### src/rtl/clock_control_pkg.sv
// Shared types and default constants for the run/halt/step clock controller.
package clock_control_pkg;

    typedef enum logic [1:0] {
        HALT = 2'b00,
        RUN  = 2'b01,
        STEP = 2'b10
    } cc_state_t;

    localparam int CC_DEBOUNCE_DEFAULT = 4;
    localparam int CC_STEP_DEFAULT     = 1;

endpackage

### src/rtl/button_debouncer.sv
// Synchronises a raw active-low front-panel button, debounces its level and
// emits a one-cycle press pulse on each accepted 1->0 transition.
module button_debouncer
    import clock_control_pkg::*;
#(
    parameter int DEBOUNCE_CYCLES = CC_DEBOUNCE_DEFAULT
) (
    input  logic clk,
    input  logic _reset,
    input  logic _raw,
    output logic level,
    output logic press
);

    localparam int              CW      = $clog2(DEBOUNCE_CYCLES + 1);
    localparam logic [CW-1:0]   CNT_MAX = CW'(DEBOUNCE_CYCLES - 1);

    logic          sync1_q;
    logic          sync2_q;
    logic          level_q;
    logic          press_q;
    logic [CW-1:0] cnt_q;

    // Two-flop synchroniser; idles high so a released button reads as released.
    always_ff @(posedge clk or negedge _reset) begin
        if (!_reset) begin
            sync1_q <= 1'b1;
            sync2_q <= 1'b1;
        end else begin
            sync1_q <= _raw;
            sync2_q <= sync1_q;
        end
    end

    // Accept a new level only after it has differed for DEBOUNCE_CYCLES samples.
    always_ff @(posedge clk or negedge _reset) begin
        if (!_reset) begin
            level_q <= 1'b1;
            cnt_q   <= '0;
            press_q <= 1'b0;
        end else begin
            press_q <= 1'b0;
            if (sync2_q == level_q) begin
                cnt_q <= '0;
            end else if (cnt_q == CNT_MAX) begin
                level_q <= sync2_q;
                cnt_q   <= '0;
                // Only the falling (press) edge is an event; release is silent.
                press_q <= ~sync2_q;
            end else begin
                cnt_q <= cnt_q + 1'b1;
            end
        end
    end

    assign level = level_q;
    assign press = press_q;

endmodule

### src/rtl/clock_control.sv
// Run/halt/single-step controller producing a registered, glitch-free clk_en
// for the CPU pulse generator.
module clock_control
    import clock_control_pkg::*;
#(
    parameter int DEBOUNCE_CYCLES = CC_DEBOUNCE_DEFAULT,
    parameter int STEP_CYCLES     = CC_STEP_DEFAULT
) (
    input  logic clk,
    input  logic _reset,
    input  logic _run_sw,
    input  logic _step_sw,
    input  logic halt_req,
    output logic clk_en,
    output logic running,
    output logic stepping
);

    localparam int            SW        = $clog2(STEP_CYCLES + 1);
    localparam logic [SW-1:0] STEP_LOAD = SW'(STEP_CYCLES - 1);

    logic run_press;
    logic step_press;
    logic run_level_unused;
    logic step_level_unused;

    cc_state_t     state_q, state_d;
    logic [SW-1:0] step_cnt_q, step_cnt_d;
    logic          clk_en_q;
    logic          running_q;
    logic          stepping_q;

    button_debouncer #(.DEBOUNCE_CYCLES(DEBOUNCE_CYCLES)) u_run_btn (
        .clk    (clk),
        ._reset (_reset),
        ._raw   (_run_sw),
        .level  (run_level_unused),
        .press  (run_press)
    );

    button_debouncer #(.DEBOUNCE_CYCLES(DEBOUNCE_CYCLES)) u_step_btn (
        .clk    (clk),
        ._reset (_reset),
        ._raw   (_step_sw),
        .level  (step_level_unused),
        .press  (step_press)
    );

    // Next-state decode; halt_req always dominates, run beats step from HALT.
    always_comb begin
        state_d    = state_q;
        step_cnt_d = step_cnt_q;
        case (state_q)
            HALT: begin
                if (!halt_req) begin
                    if (run_press) begin
                        state_d = RUN;
                    end else if (step_press) begin
                        state_d    = STEP;
                        step_cnt_d = STEP_LOAD;
                    end
                end
            end
            RUN: begin
                if (halt_req || run_press) state_d = HALT;
            end
            STEP: begin
                if (halt_req || (step_cnt_q == '0)) begin
                    state_d = HALT;
                end else begin
                    step_cnt_d = step_cnt_q - 1'b1;
                end
            end
            default: state_d = HALT;
        endcase
    end

    // State, step counter and outputs all load from the next-state decode on one edge.
    always_ff @(posedge clk or negedge _reset) begin
        if (!_reset) begin
            state_q    <= HALT;
            step_cnt_q <= '0;
            clk_en_q   <= 1'b0;
            running_q  <= 1'b0;
            stepping_q <= 1'b0;
        end else begin
            state_q    <= state_d;
            step_cnt_q <= step_cnt_d;
            clk_en_q   <= (state_d == RUN) || (state_d == STEP);
            running_q  <= (state_d == RUN);
            stepping_q <= (state_d == STEP);
        end
    end

    assign clk_en   = clk_en_q;
    assign running  = running_q;
    assign stepping = stepping_q;

endmodule

### config.mk
export PLATFORM = sky130hd
export DESIGN_NAME = clock_control
export DESIGN_NICKNAME = d
export VERILOG_FILES = /design/src/rtl/clock_control_pkg.sv /design/src/rtl/button_debouncer.sv /design/src/rtl/clock_control.sv
export SDC_FILE = /design/constraint.sdc
export NUM_CORES = 1
export LEC_CHECK = 0
export ABC_AREA = 1
export CAP_MARGIN = 15
export CORE_UTILIZATION = 52
export DETAILED_ROUTE_END_ITERATION = 6
export GPL_ROUTABILITY_DRIVEN = 0
export PLACE_DENSITY = 0.79
export SYNTH_ARGS = -nofsm -noshare
export SYNTH_HDL_FRONTEND = slang
export SYNTH_SLANG_ARGS = --single-unit
### constraint.sdc
create_clock -name clk -period 1.4 [get_ports clk]
set_clock_uncertainty 0.2 [all_clocks]
set_input_delay 0.28 -clock clk [delete_from_list [all_inputs] [get_ports clk]]
set_output_delay 0.28 -clock clk [all_outputs]
set_load 0.02 [all_outputs]
-- After elaboration in Yosys (flattened, before gate mapping)
Cells that the tools add are included.
- bits in registers: 20
- input bits: 5
- output and inout port bits: 3
- logic and storage cells: 62
- add/sub/neg operators: 3
- eq/ne operators: 12
- multiplexer cells: 19
- bitwise gates (word level): 5
- reduce and logical (&&, ||, !) cells: 8
- operators by type and width (operator ; number):
    2-to-1 mux 3 bit ; 4
    2-to-1 mux 2 bit ; 5
    2-to-1 mux 1 bit ; 8
    adder 3 x 1 -> 3 bit (second input constant) ; 2
    == test 3 x 2 -> 1 bit (second input constant) ; 2
    != test 2 bit (second input constant) ; 3
    case mux 2 bit (3 select lines) ; 1
    NOT 1 bit ; 5
    AND reduction 5 bit ; 1
    == test 2 x 1 -> 1 bit (second input constant) ; 2
    == test 2 bit (second input constant) ; 2
    AND reduction 2 bit ; 2
    logical OR 1 bit ; 3
    == test 1 bit ; 2
    logical NOT 2 bit ; 1
    != test 2 x 1 -> 1 bit (second input constant) ; 1
    case mux 1 bit (2 select lines) ; 1
    nonzero test 2 bit ; 1
    subtractor 1 bit (second input constant) ; 1

-- Longest topological paths before layout
- depth after elaboration: 6
- depth in mapped cells: 6

-- Hierarchy
Synthesis repeated with hierarchy kept, for this count alone.
- cell total of the unflattened synthesis: 79
- area, all modules: 785.8 um2
- modules (own cells, without submodules) (module ; times used ; cells an instance ; area an instance (um2) ; sequential area each (um2)):
    button_debouncer ; 2 ; 27 ; 270.3 ; 178.9
    clock_control ; 1 ; 25 ; 245.2 ; 150.1

-- Worst setup path before layout
No wires, ideal clock.
- path type: register -> register
- start point: register u_run_btn.press_q (netlist: u_run_btn.press)
- end point: register running_q (netlist: running)
- arrival: 0.888 ns
- path slack: 0.191 ns
- stages on the path, launching flop included: 5
- buffers on the path: 0
- period minus slack after synthesis: 1.209 ns
- cells stage by stage: dfrtp_1 or2_1 nand3_1 inv_1 ha_1
- word-level cells in the longest chain between the ends: 4
- elaborated cells between the ends (all ways): 6
- classes of those cells: eq/ne (1); mux (4); reduce/logical (1)
- ends and longest elaborated chain (item ; line ; source):
    start, declared ; button_debouncer.sv:21 ; logic press_q;
    start signal, assigned ; button_debouncer.sv:49 ; press_q <= ~sync2_q;
    2-to-1 mux 2 bit / logical OR 1 bit (equally long branches) ; clock_control.sv:56, clock_control.sv:65 ;
    2-to-1 mux 2 bit, on equally long branches ; clock_control.sv:55, clock_control.sv:65 ;
    case mux 2 bit (3 select lines) (*) ; clock_control.sv:53 ; case (state_q)
    named net state_d[0] ; clock_control.sv:27 ; cc_state_t state_q, state_d;
    == test 2 x 1 -> 1 bit (*) ; clock_control.sv:90 ; running_q <= (state_d == RUN);
    end signal, assigned ; clock_control.sv:90 ;
    end, declared ; clock_control.sv:30 ; logic running_q;
Mark *: on every way through the listed nets, which the timed path passes. The rest lies on a longest branch.
A chain may end at the register's enable or synchronous reset.

-- Final worst setup path
- start point: input port halt_req
- end point: register clk_en_q (netlist: clk_en)
- word-level cells in the longest chain between the ends: 5
- elaborated cells between the ends (all ways): 9
- classes of those cells: eq/ne (2); mux (4); reduce/logical (3)
- ends and longest elaborated chain (item ; line ; source):
    start, declared ; clock_control.sv:13 ; input logic halt_req,
    logical OR 1 bit, on equally long branches ; clock_control.sv:68, clock_control.sv:65 ;
    2-to-1 mux 2 bit, on equally long branches ; clock_control.sv:68, clock_control.sv:65 ;
    case mux 2 bit (3 select lines) (*) ; clock_control.sv:53 ;
    named net state_d[1] ; clock_control.sv:27 ;
    == test 2 x 1 -> 1 bit / == test 2 bit (equally long branches) ; clock_control.sv:89 ; clk_en_q <= (state_d == RUN) || (state_d == STEP);
    logical OR 1 bit (*) ; clock_control.sv:89 ;
    end signal, assigned ; clock_control.sv:89 ;
    end, declared ; clock_control.sv:29 ; logic clk_en_q;
Marks and branches as above.

==> results.tsv <==
stage	metric	value	unit
power_and_ir_drop	power_density	1490	nW/um^2
drt	wl_met3	61	um
logic_synthesis	yosysUniqueCellTypes	11	
logic_synthesis	yosysSeqAreaShare	0.660	
clock_tree	cts_tree	done	
sta	slew_violations	0	
drt	vias	458	
sta	timing.final.crit_share	0.945	
critical_path	ff2ff_path_depth	4	
clock_tree	clk_pin_slew	0.11	ns
logic_synthesis	syn-cell-area	769	sq um
critical_path	crit_arrival	1.32	ns
sta	whs	0.115	ns
die	core_area	1330	sq um
sta	post-route-min-period	1.32	ns
critical_path	cp.required	1.40	ns
finish	most-common-layout-cells	14 x nor2_1, 14 x dfrtp_1, 13 x nand2_1, 11 x inv_1, 6 x dfstp_2	
drt	initialDrtViolationCount	5	
job	drv_cap	0	
clock_tree	clockBufferDepth	2	
drt	wl_met2	442	um
critical_path	cp-start-kind	input port	
global_routing	grt_max_degree	21	
drt	drc_errors	0	
sta	fmax	0.756	GHz
clock_tree	hold_buffers	0	
drt	antenna_left	0	
critical_path	ff2ff_setup_slack	0.11	ns
global_routing	gr-total-overflow	0	
clock_tree	root_buffer	clkbuf_4	
sta	setup_viol	0	
sta	fin_setup_tns	0	ns
clock_tree	cts_setup_buffers	0	
sta	hold_viol	0	
drt	avgViaCountPerCell	4.67	
power_and_ir_drop	ir_drop	0.849	mV
clock_tree	worst_skew_pair.late_latency	0.29	ns
clock_tree	numCtsBuffers	3	
logic_synthesis	ys_ff_latch	20	
sta	tightest_slew	0.270	ns
global_routing	grt_pass1_vias	385	
outcome	status	complete, no violations	
logic_synthesis	syn_nets	80	
placed_design	placed_cells	94	
global_routing	grt_pass1_wl	1.61	mm
drt	drt_wl_total	1.02	mm
logic_synthesis	syn_inst	71	
critical_path	critPathKind	in2reg	
critical_path	crit_fanout	4	
finish	multi_input_area	220	sq um
clock_tree	cts.htree.levels	1	
sta	rsz0062_at_grt	false	
die	die_h	40.5	um
logic_synthesis	synth.avg_cell_area	10.8	sq um
critical_path	endpoint_kind	flip-flop	
die	io_pins	8	
drt	m1WireLength	485	um
sta	max_slew_margin	0.818	
die	start_util	0.577	
finish	fin_cells	98	
logic_synthesis	synth_top_area_cell	dfrtp_1	
placed_design	dp_hpwl	759	um
logic_synthesis	synth_top_area_frac	0.455	
finish	drive_gt1_frac	0.205	
finish	antenna_cells	0	
global_routing	track_usage	0.164	
logic_synthesis	ys_warn_count	0	
logic_synthesis	synthTopCellsByArea	dfrtp_1 46%, dfstp_2 20%, nor2_1 6.8%	
finish	nFillCells	103	
drt	first_pass_iters	4	
drt	wl_per_cell	10.4	um
critical_path	r2r_end	running$_DFF_PN0_	
finish	layout.nets	93	
die	dieWidth	40.5	um
global_routing	antenna_found_initial	0	
worst_hold_path	min_path_type	in2async	
die	row_count	13	
power_and_ir_drop	p_leak	0.468	nW
finish	seq_area	508	sq um
die	die_area	1640	sq um
clock_tree	cts_sinks	20	
critical_path	r2r_start	u_run_btn.press$_DFF_PN0_	
drt	top_layer	met4	
finish	syn_to_final_growth	15.6	%
placed_design	portBuffers	7	
## report_power, final
group	switching [mW]	internal, mW
Sequential	0.0522	0.700
Clock	0.163	0.111
Combinational	0.168	0.135
## sequential cells by signal, summed over array words and instances (netlist names)
register and count:
clk_en 1, running 1, state_q 2, step_cnt_q 1
stepping 1, u_run_btn.cnt_q 3, u_run_btn.level 1, u_run_btn.press 1
u_run_btn.sync1_q 1, u_run_btn.sync2_q 1, u_step_btn.cnt_q 3, u_step_btn.level 1
u_step_btn.press 1, u_step_btn.sync1_q 1, u_step_btn.sync2_q 1
## critical path: stages
cell and delay (ns):
clkdlybuf4s50_1 0.50, nor2_1 0.06, nand2_1 0.06, nand2_1 0.10, ha_1 0.29, inv_1 0.03
## synthesized netlist by cell type (all sizes together)
| library cell | n |
|---|---|
| dfrtp | 14 |
| nor2 | 14 |
| nand2 | 13 |
| inv | 11 |
| dfstp | 6 |
| ha | 4 |
| or2 | 3 |
| nand3 | 2 |
| o21ai | 2 |
| xnor2 | 2 |
## metrics by stage
stage          worst slack, ns  total power, mW  cell area (sq um)   util
2_1_floorplan            0.191            0.977                769      -
6_report                0.0772             1.33                890  0.667
3_3_place_gp            -0.200             1.05                878  0.659
4_1_cts                0.00879             1.35                902  0.676
3_5_place_dp            -0.232             1.08                878  0.659
5_1_grt                 0.0287             1.44                890  0.667
## how the worst max path moves through the flow
stage                                          from  slack [ns]           endpoint  cells past startpoint
after floorplan           u_run_btn.press$_DFF_PN0_        0.19  running$_DFF_PN0_                      4
after global placement                     halt_req       -0.20   clk_en$_DFF_PN0_                      6
after detailed placement                   halt_req       -0.23   clk_en$_DFF_PN0_                      6
after CTS                         running$_DFF_PN0_       0.009            running                      1
after global routing                       halt_req        0.03   clk_en$_DFF_PN0_                      6
final                                      halt_req        0.08   clk_en$_DFF_PN0_                      6
## layout make-up
| class | count | share of cell area |
|---|---|---|
| Tap cell | 15 | 0.0211 |
| Clock buffer | 4 | 0.0295 |
| Sequential cell | 20 | 0.571 |
| Multi-Input combinational cell | 40 | 0.248 |
| Inverter | 11 | 0.0464 |
| Timing Repair Buffer | 8 | 0.0844 |
## kinds of logic (layout without fill, tap and decap cells)
kind of cell	after synthesis	in the layout	share of synthesized area
and+or+nand+nor	32	32	0.176
DFF	20	20	0.660
buffers and inverters	11	23	0.0537
AOI/OAI and AO/OA	2	2	0.0228
xor gates and xnor gates	2	2	0.0228
adders and majority gates	4	4	0.0650
## routing by layer
metal | vias to the layer above | track usage
li1 | 234 | -
met1 | 207 | 0.201
met2 | 13 | 0.238
met3 | 4 | 0.0500
met4 | 0 | 0.125
met5 | - | 0
## repair_timing
action / in CTS / in global routing
gates cloned: 0 / 0
endpoints found under the setup margin: 3 / 2
resized for setup: 10 / 2
No activity file was read; power rests on OpenSTA's default activity.
